<file path="src/rtl/line_raster.sv">
// Bresenham line rasterizer: walks from (x0,y0) to (x1,y1) one pixel per
// accepted handshake, suppressing pixels that fall outside the framebuffer.
module line_raster #(
    parameter int unsigned COORD_W = 8,
    parameter int unsigned FB_W    = 64,
    parameter int unsigned FB_H    = 64,
    localparam int unsigned ADDR_W = $clog2(FB_W * FB_H)
) (
    input  logic               clk,
    input  logic               n_rst,
    input  logic               start,
    input  logic               abort,
    input  logic [COORD_W-1:0] x0,
    input  logic [COORD_W-1:0] y0,
    input  logic [COORD_W-1:0] x1,
    input  logic [COORD_W-1:0] y1,
    input  logic               pix_ready,
    output logic               pix_valid,
    output logic [COORD_W-1:0] pix_x,
    output logic [COORD_W-1:0] pix_y,
    output logic [ADDR_W-1:0]  pix_addr,
    output logic               busy,
    output logic               done,
    output logic [COORD_W:0]   pix_count
);

    // Two guard bits keep err and 2*err free of overflow for any endpoints.
    localparam int unsigned EW = COORD_W + 2;

    typedef enum logic [1:0] {IDLE, INIT, STEP, DONE} state_t;

    state_t                   state_q, state_d;
    logic [COORD_W-1:0]       lx0_q, ly0_q, lx1_q, ly1_q;
    logic [COORD_W-1:0]       lx0_d, ly0_d, lx1_d, ly1_d;
    logic signed [EW-1:0]     dx_q, dy_q, err_q;
    logic signed [EW-1:0]     dx_d, dy_d, err_d;
    logic                     sx_neg_q, sy_neg_q, sx_neg_d, sy_neg_d;
    logic [COORD_W-1:0]       cx_q, cy_q, cx_d, cy_d;
    logic signed [EW-1:0]     e2;
    logic                     step_x, step_y, advance;
    logic                     pix_valid_d, busy_d, done_d;
    logic [COORD_W-1:0]       pix_x_d, pix_y_d;
    logic [ADDR_W-1:0]        pix_addr_d;
    logic [COORD_W:0]         pix_count_d;

    function automatic logic in_fb(input logic [COORD_W-1:0] x, input logic [COORD_W-1:0] y);
        return ((COORD_W+1)'(x) < (COORD_W+1)'(FB_W)) && ((COORD_W+1)'(y) < (COORD_W+1)'(FB_H));
    endfunction

    // State and datapath registers
    always_ff @(posedge clk or negedge n_rst) begin
        if (!n_rst) begin
            state_q   <= IDLE;
            lx0_q     <= '0;
            ly0_q     <= '0;
            lx1_q     <= '0;
            ly1_q     <= '0;
            dx_q      <= '0;
            dy_q      <= '0;
            err_q     <= '0;
            sx_neg_q  <= 1'b0;
            sy_neg_q  <= 1'b0;
            cx_q      <= '0;
            cy_q      <= '0;
            pix_valid <= 1'b0;
            pix_x     <= '0;
            pix_y     <= '0;
            pix_addr  <= '0;
            busy      <= 1'b0;
            done      <= 1'b0;
            pix_count <= '0;
        end else begin
            state_q   <= state_d;
            lx0_q     <= lx0_d;
            ly0_q     <= ly0_d;
            lx1_q     <= lx1_d;
            ly1_q     <= ly1_d;
            dx_q      <= dx_d;
            dy_q      <= dy_d;
            err_q     <= err_d;
            sx_neg_q  <= sx_neg_d;
            sy_neg_q  <= sy_neg_d;
            cx_q      <= cx_d;
            cy_q      <= cy_d;
            pix_valid <= pix_valid_d;
            pix_x     <= pix_x_d;
            pix_y     <= pix_y_d;
            pix_addr  <= pix_addr_d;
            busy      <= busy_d;
            done      <= done_d;
            pix_count <= pix_count_d;
        end
    end

    // Next-state, Bresenham step and registered-output values
    always_comb begin
        state_d     = state_q;
        lx0_d       = lx0_q;
        ly0_d       = ly0_q;
        lx1_d       = lx1_q;
        ly1_d       = ly1_q;
        dx_d        = dx_q;
        dy_d        = dy_q;
        err_d       = err_q;
        sx_neg_d    = sx_neg_q;
        sy_neg_d    = sy_neg_q;
        cx_d        = cx_q;
        cy_d        = cy_q;
        pix_count_d = pix_count;
        e2          = err_q <<< 1;
        step_x      = e2 > -dy_q;
        step_y      = e2 < dx_q;
        // pix_valid mirrors in-bounds in STEP, so !pix_valid means a suppressed pixel
        advance     = !pix_valid || pix_ready;

        case (state_q)
            IDLE: begin
                if (start) begin
                    lx0_d       = x0;
                    ly0_d       = y0;
                    lx1_d       = x1;
                    ly1_d       = y1;
                    pix_count_d = '0;
                    state_d     = INIT;
                end
            end
            INIT: begin
                if (abort) begin
                    state_d = IDLE;
                end else begin
                    dx_d     = (lx1_q >= lx0_q) ? EW'(lx1_q - lx0_q) : EW'(lx0_q - lx1_q);
                    dy_d     = (ly1_q >= ly0_q) ? EW'(ly1_q - ly0_q) : EW'(ly0_q - ly1_q);
                    err_d    = dx_d - dy_d;
                    sx_neg_d = !(lx0_q < lx1_q);
                    sy_neg_d = !(ly0_q < ly1_q);
                    cx_d     = lx0_q;
                    cy_d     = ly0_q;
                    state_d  = STEP;
                end
            end
            STEP: begin
                if (abort) begin
                    state_d = IDLE;
                end else if (advance) begin
                    if (pix_valid) begin
                        pix_count_d = pix_count + (COORD_W+1)'(1);
                    end
                    if ((cx_q == lx1_q) && (cy_q == ly1_q)) begin
                        state_d = DONE;
                    end else begin
                        err_d = err_q - (step_x ? dy_q : EW'(0)) + (step_y ? dx_q : EW'(0));
                        if (step_x) begin
                            cx_d = sx_neg_q ? cx_q - COORD_W'(1) : cx_q + COORD_W'(1);
                        end
                        if (step_y) begin
                            cy_d = sy_neg_q ? cy_q - COORD_W'(1) : cy_q + COORD_W'(1);
                        end
                    end
                end
            end
            DONE: begin
                state_d = IDLE;
            end
            default: begin
                state_d = IDLE;
            end
        endcase

        pix_valid_d = (state_d == STEP) && in_fb(cx_d, cy_d);
        pix_x_d     = cx_d;
        pix_y_d     = cy_d;
        pix_addr_d  = ADDR_W'(cy_d) * ADDR_W'(FB_W) + ADDR_W'(cx_d);
        busy_d      = (state_d != IDLE);
        done_d      = (state_d == DONE);
    end

endmodule

</file>
<file path="config.mk">
export PLATFORM = sky130hd
export DESIGN_NAME = line_raster
export DESIGN_NICKNAME = d
export VERILOG_FILES = /design/src/rtl/line_raster.sv
export SDC_FILE = /design/constraint.sdc
export NUM_CORES = 1
export LEC_CHECK = 0
export BUFFER_PORTS_ARGS = -buffer_cell sky130_fd_sc_hd__buf_2
export CORE_MARGIN = 2
export CORE_UTILIZATION = 40
export DETAILED_ROUTE_END_ITERATION = 10
export SLEW_MARGIN = 10
export SYNTH_ARGS = -nofsm -noshare
export SYNTH_HDL_FRONTEND = slang
export SYNTH_SLANG_ARGS = --single-unit
export TNS_END_PERCENT = 100
</file>
<file path="constraint.sdc">
create_clock -name clk -period 6.2 [get_ports clk]
set_clock_uncertainty 0.05 [all_clocks]
set_input_delay 1.86 -clock clk [delete_from_list [all_inputs] [get_ports clk]]
set_output_delay 1.86 -clock clk [all_outputs]
set_load 0.1 [all_outputs]
</file>
==> results of run 1 <==
[synthesized netlist by cell type (all sizes together) (2+ instances only)]
| cell type | count | area share [%] |
|---|---|---|
| nor4 | 8 | 0.63 |
| o211ai | 3 | 0.28 |
| o21bai | 8 | 0.76 |
| a211oi | 6 | 0.63 |
| o21ai | 61 | 4.2 |
| fa | 16 | 4.0 |
| mux2i | 18 | 2.3 |
| xnor2 | 32 | 3.5 |
| a31oi | 8 | 0.63 |
| a22o | 2 | 0.22 |
| nor2b | 10 | 0.79 |
| dfrtp | 97 | 31 |
| nand3 | 16 | 1.0 |
| nand2 | 74 | 3.5 |
| and3 | 6 | 0.49 |
| or2 | 2 | 0.16 |
| o31ai | 2 | 0.36 |
| a221oi | 2 | 0.30 |
| and2 | 14 | 1.1 |
| xor2 | 42 | 4.6 |
| nor3b | 3 | 0.49 |
| mux2 | 39 | 5.5 |
| o41ai | 3 | 0.57 |
| nand2b | 12 | 0.95 |
| a222oi | 2 | 0.25 |
| nor3 | 8 | 0.51 |
| clkbuf | 16 | 0.76 |
| o21a | 2 | 0.19 |
| a221o | 3 | 0.38 |
| and4 | 3 | 0.33 |
| a21o | 23 | 2.2 |
| nand4 | 5 | 0.55 |
| o22ai | 8 | 0.63 |
| nor4b | 2 | 0.30 |
| inv | 95 | 4.5 |
| a22oi | 5 | 0.47 |
| nor2 | 44 | 2.1 |
| buf | 15 | 1.2 |
| ha | 85 | 13 |
| a21oi | 47 | 3.0 |
[cell usage in the layout (no fill, tap or decap), types with 3 or more instances in the layout]
cell | netlist | final
a21oi_1 | 47 | 47
mux2_2 | 39 | 39
ha_1 | 85 | 85
nand4_1 | 3 | 3
fa_1 | 16 | 16
o22ai_1 | 8 | 8
nor2b_1 | 10 | 10
nand3_1 | 16 | 16
and4_1 | 3 | 3
and2_1 | 14 | 14
inv_1 | 95 | 95
nor4_1 | 8 | 8
a211oi_1 | 5 | 5
a22oi_1 | 5 | 5
and3_1 | 5 | 5
buf_2 | 2 | 75
mux2i_1 | 17 | 17
dfrtp_1 | 97 | 97
a21o_1 | 23 | 23
o211ai_1 | 3 | 3
o21bai_1 | 8 | 8
a31oi_1 | 8 | 8
xor2_1 | 42 | 42
nand2b_1 | 12 | 12
buf_4 | 7 | 6
a221o_1 | 3 | 3
o21ai_1 | 4 | 4
xnor2_1 | 32 | 32
nor3_1 | 8 | 8
nor2_1 | 44 | 44
o21ai_0 | 54 | 54
clkbuf_16 | 0 | 9
nand2_1 | 74 | 74
[final cells by class]
cell class	instances	area, µm²
clock inverters	4	73.8
inverters	96	360
well taps	265	332
clock buffers	12	256
flip-flops and latches	97	2430
repair buffers	81	420
fillers	1911	10600
multi-input cells	637	4980
[sequential cells by signal, summed over array words and instances, names as in the netlist, 8 cells and up, named ones only]
signal,flops
ly0_q,8
dx_q,9
lx0_q,8
pix_count,9
err_q,9
cy_q,8
ly1_q,8
dy_q,9
lx1_q,8
[metrics by stage]
step	area, µm²	cells
5_1_grt	8850	1192
4_1_cts	8850	1192
2_1_floorplan	7920	861
3_5_place_dp	8520	1176
3_3_place_gp	8520	1176
6_report	8850	1192
[final timing paths]
path                               from                          to  slack [ns]  cells after the start
max in group asynchronous         n_rst                    ly1_q[5]        3.50                      2
worst max-delay path            dy_q[3]                    err_q[8]        0.88                     22
worst max register to register  dy_q[3]                    err_q[8]        0.88                     22
worst min-delay path            dx_q[1]                     dx_q[1]        0.48                      2
min in group asynchronous         n_rst  asynchronous set/reset pin        1.44                      1
worst min register to register  dx_q[1]                     dx_q[1]        0.48                      2
[kinds of logic (layout without fill, tap and decap cells)]
family | Yosys count | count (layout)
buf+inv | 127 | 193
compound gates | 195 | 195
flops | 97 | 97
fa+ha+maj | 101 | 101
mux | 57 | 57
simple gates | 210 | 210
xor+xnor | 74 | 74
[routing by layer]
metal | wire [µm] | global-route usage [%] | vias up
met4 | 280 | 4.65 | 0
met1 | 9490 | 27.4 | 2928
met2 | 9100 | 32.1 | 124
met3 | 797 | 2.80 | 20
met5 | 0 | 0 | -
li1 | - | - | 3082
[worst register-to-register path, delay by kind of cell, from the launching register on]
| kind | cells | cell delay (ns) |
|---|---|---|
| mux | 1 | 0.52 |
| xor+xnor | 2 | 0.26 |
| fa+ha+maj | 3 | 0.96 |
| simple gates | 6 | 1.09 |
| compound gates | 9 | 1.83 |
| buf+inv | 1 | 0.07 |
| flops | 1 | 0.43 |
==> summary.txt, run 1 <==
Status
  • Status: finished clean

Worst setup path
  • Family with the most delay on the worst path: compound AO/OA/AOI/OAI gates
  • CP arrival: 5.51 ns
  • Most common cell on crit path: a21o_1
  • CP startpoint kind: register
  • Worst path required time: approximately 6.4 ns
  • Crit-path cells: nor4_1 > nand2b_1 > nor3_1 > xor2_1 > ha_1 > a21o_1 > a21o_1 > a221oi_2 > mux2i_2 > and2_1 > fa_1 > inv_1 > ha_1 > a21o_1 > a21oi_1 > o21ai_0 > o21ai_0 > nand2b_1 > a21oi_1 > xnor2_1 > a22oi_1 > nand2_1
  • CP peak stage delay: between 0.5 and 0.6 ns
  • Critical path's slowest cell: mux2i_2
  • Crit path kind: reg2reg
  • CP Max Fanout: 9
  • Crit end category: register
  • CP bufs+invs: 1

Die
  • Core ar.: roughly 0.019 mm²
  • DIE HEIGHT: 145 µm
  • Die ar.: 0.0209 mm²
  • Initial Utilization: ~41%
  • Num ports: 77
  • Die width: roughly 140 µm
  • FP Rows: 51

Synth
  • Number of synthesized register bits: 97
  • Fraction of registers with async set/reset: 100%
  • Post-synthesis mux area share: roughly 7.9%
  • Post-Synth Adder-Cell Area: 17.5%
  • Synth Area in Compound Gates: 16.2%
  • Cell count after synthesis: 861
  • Simple-gate share of the synthesized area: 13.2%
  • Mapped cell area: between 0.007 and 0.008 mm²
  • Syn avg cell area: 9.20 µm²
  • EDFF count, synth: 0
  • Synth Flop Type: dfrtp_1
  • Syn nets: roughly 1000
  • Largest family of logic cells by synthesized area: adder cells
  • Ys Warns: 0
  • Synth cell types: 70
  • XOR/XNOR Fraction of Synth Area: 8.18%
  • Register area share after synthesis: 30.6%

STA
  • Final setup TNS: 0 ns
  • Hold WS: ~0.48 ns
  • Min Clock Period, post-route: 5.32 ns
  • Setup violations, final: 0
  • Final period util: a little under nine tenths
  • Max Transition Viols Final: 0
  • Fmax: 188 MHz
  • Slew margin rel.: just under 50%
  • Fin. Hold Viols: 0
  • RSZ-0062 raised after global routing: false
  • Worst Tran Pin Value: 0.766 ns
  • Final WS setup: 0.883 ns

Worst hold path
  • HP Class: reg2reg

Clock network
  • TritonCTS Buffers: 9
  • Clock slew at reported path FFs: 0.07 ns
  • Skew-Pair Late Insertion Delay: 0.35 ns
  • CTS tree: yes
  • CTS H-tree depth: 3
  • Root Buffer Master: clkbuf_16
  • Post-CTS setup buffers: 0
  • CTS sink cnt: 97
  • Hold Buf Count CTS: 0
  • Longest Clk Path Bufs: 2
  • Post-CTS Resized: 0

Global routing
  • Total GRT Usage: 19.5%
  • First-pass GRT wire length: 31600 µm
  • Vias in the first global route: 5977
  • GRT overflow: 0
  • Initial antenna violation count: 0
  • Largest net degree at the start of global routing: 58

Run
  • Max Cap Viol: 0

Placement
  • Post-Place Worst Slack: 0.882 ns
  • Final Wtd Congestion: 0.839
  • Final HPWL DP: ~15000 µm
  • Number of I/O port buffers: 76

Drt
  • DRT antenna net count: 0
  • 1st-pass router iterations: 4
  • DRT iter0 DRCs: 253
  • Drt total wl: 19700 µm
  • Vias: approximately 6200
  • Via/cell ratio: 5.16
  • Wire per inst: 16.5 µm
  • Number of remaining DRC errors: 0

Cells and area
  • Finished Core Util: 45.5%
  • Synthesis-to-layout area growth: 11.7%
  • Fraction of layout cells with a size suffix above 1: 16.4%
  • Antenna cells: 0
  • Layout Nets: 1060
Power of run 1 is not shown: default switching activity piles up to over one toggle a cycle in this logic, so the estimate is an artifact.
==> run 2, diff against run 1 <==
MAX_ROUTING_LAYER = met4   (was default)
==> run 2 against run 1 <==
Maximum frequency down 0.64%. First-iteration DRC count shrank 2.0%. Worst hold slack gained 0.00053 ns. Sequential cell count unchanged. Final area did not move. Largest cell class unchanged.
==> summary.txt, run 2 (same netlist as run 1, synthesis figures left out) <==
Global routing
  • First-pass GRT wire length: 31600 µm
  • Total GRT Usage: 20.2%
  • GRT overflow: 0
  • Initial antenna violation count: 0
  • Largest net degree at the start of global routing: 58
  • Vias in the first global route: 5968

STA
  • Final setup TNS: 0 ns
  • Fmax: 187 MHz
  • Worst Tran Pin Value: 0.765 ns
  • Min Clock Period, post-route: 5.35 ns
  • Hold WS: 0.479 ns
  • Slew margin rel.: 49.0%
  • Fin. Hold Viols: 0
  • RSZ-0062 raised after global routing: false
  • Max Transition Viols Final: 0
  • Setup violations, final: 0
  • Final period util: 86.3%

Worst setup path
  • CP Max Fanout: 9
  • Worst r2r src: dy_q[3]
  • Crit path kind: reg2reg
  • CP startpoint kind: register
  • Worst R2R Path Depth: 22
  • CP arrival: 5.54 ns
  • Worst R2R End: err_q[8]
  • Crit end category: register
  • Worst path required time: between 6 and 7 ns
  • R2R Setup Slk: 0.85 ns

Placement
  • Number of I/O port buffers: 76
  • Placed instance area: 0.00852 mm²
  • Final Wtd Congestion: 0.852
  • Final HPWL DP: around 15000 µm

Clock network
  • Hold Buf Count CTS: 0
  • CTS H-tree depth: 3
  • Root Buffer Master: clkbuf_16
  • Longest Clk Path Bufs: 2
  • CTS sink cnt: 97
  • Skew-Pair Late Insertion Delay: between 0.3 and 0.4 ns
  • Clock slew at reported path FFs: 0.07 ns
  • TritonCTS Buffers: 9
  • Post-CTS Resized: 0
  • Post-CTS setup buffers: 0
  • CTS tree: yes

Drt
  • Wire per inst: about 16 µm
  • DRT iter0 DRCs: 248
  • Number of remaining DRC errors: 0
  • Met3 wire length: approximately 870 µm
  • Uppermost layer routed: met4
  • Met2 wire len: ~9000 µm
  • M1 WL: 9380 µm
  • Via/cell ratio: 5.15
  • Vias: 6133
  • 1st-pass router iterations: 6
  • Drt total wl: 19600 µm
  • DRT antenna net count: 0

Die
  • FP Rows: between 50 and 60
  • Die width: 145 µm
  • Initial Utilization: 40.7%
  • Num ports: 77
  • Core ar.: a little under 0.02 mm²
  • Die ar.: 0.0209 mm²
  • DIE HEIGHT: approximately 140 µm

Cells and area
  • Antenna cells: 0
  • Commonest non-fill, non-tap cell in the layout: dfrtp_1
  • Most frequent cells in the layout: 97 x dfrtp_1, 95 x inv_1, 85 x ha_1, 75 x buf_2, 74 x nand2_1
  • Fraction of layout cells with a size suffix above 1: 16.4%
  • Synthesis-to-layout area growth: 11.7%
  • Fin area: 0.00885 mm²
  • # fillers: 1911
  • Layout Nets: 1060

Worst hold path
  • HP Class: reg2reg
  • Cells on Worst Hold Path: 2
  • Min-delay src: dx_q[1]
  • Hold worst-path end: dx_q[1]

Run
  • Max Cap Viol: 0

Status
  • Status: finished clean
[run 2: stage by stage]
| step | std cells | setup WS (ns) | util (%) |
|---|---|---|---|
| 2_1_floorplan | 861 | 1.40 | - |
| 3_3_place_gp | 1176 | 1.00 | 43.8 |
| 3_5_place_dp | 1176 | 0.882 | 43.8 |
| 4_1_cts | 1192 | 0.859 | 45.5 |
| 5_1_grt | 1192 | 0.421 | 45.5 |
| 6_report | 1192 | 0.849 | 45.5 |
[run 2: worst max-delay path by stage]
stage / endpoint / from
after floorplan: err_q[8] / dy_q[5]
after global placement: err_q[8] / dy_q[3]
after detailed placement: err_q[7] / dy_q[3]
after CTS: err_q[8] / dy_q[3]
after global routing: err_q[8] / dy_q[3]
final: err_q[8] / dy_q[3]
[run 2: final cells by class]
type | count | area [µm²] | share of cell area (%)
multi-input cells | 637 | 4980 | 56.3
flip-flops and latches | 97 | 2430 | 27.4
repair buffers | 81 | 420 | 4.75
inverters | 96 | 360 | 4.07
well taps | 265 | 332 | 3.75
clock buffers | 12 | 256 | 2.90
clock inverters | 4 | 73.8 | 0.834
[run 2: layer usage]
layer	vias to the layer above	global-route usage (%)
met2	128	32.1
li1	3081	-
met4	0	4.34
met3	13	2.93
met1	2911	27.6
met5	-	-
[run 2: critical path, stage by stage, from the launching register on]
cell and delay, ns:
dfrtp_1 0.43, nor4_1 0.39, nand2b_1 0.14, nor3_1 0.20
xor2_1 0.17, ha_1 0.27, a21o_1 0.16, a21o_1 0.18
a221oi_2 0.46, mux2i_2 0.54, and2_1 0.23, fa_1 0.42
inv_1 0.07, ha_1 0.27, a21o_1 0.20, a21oi_1 0.20
o21ai_0 0.14, o21ai_0 0.17, nand2b_1 0.07, a21oi_1 0.17
xnor2_1 0.09, a22oi_1 0.14, nand2_1 0.07
Power of run 2 is left out for the same reason.
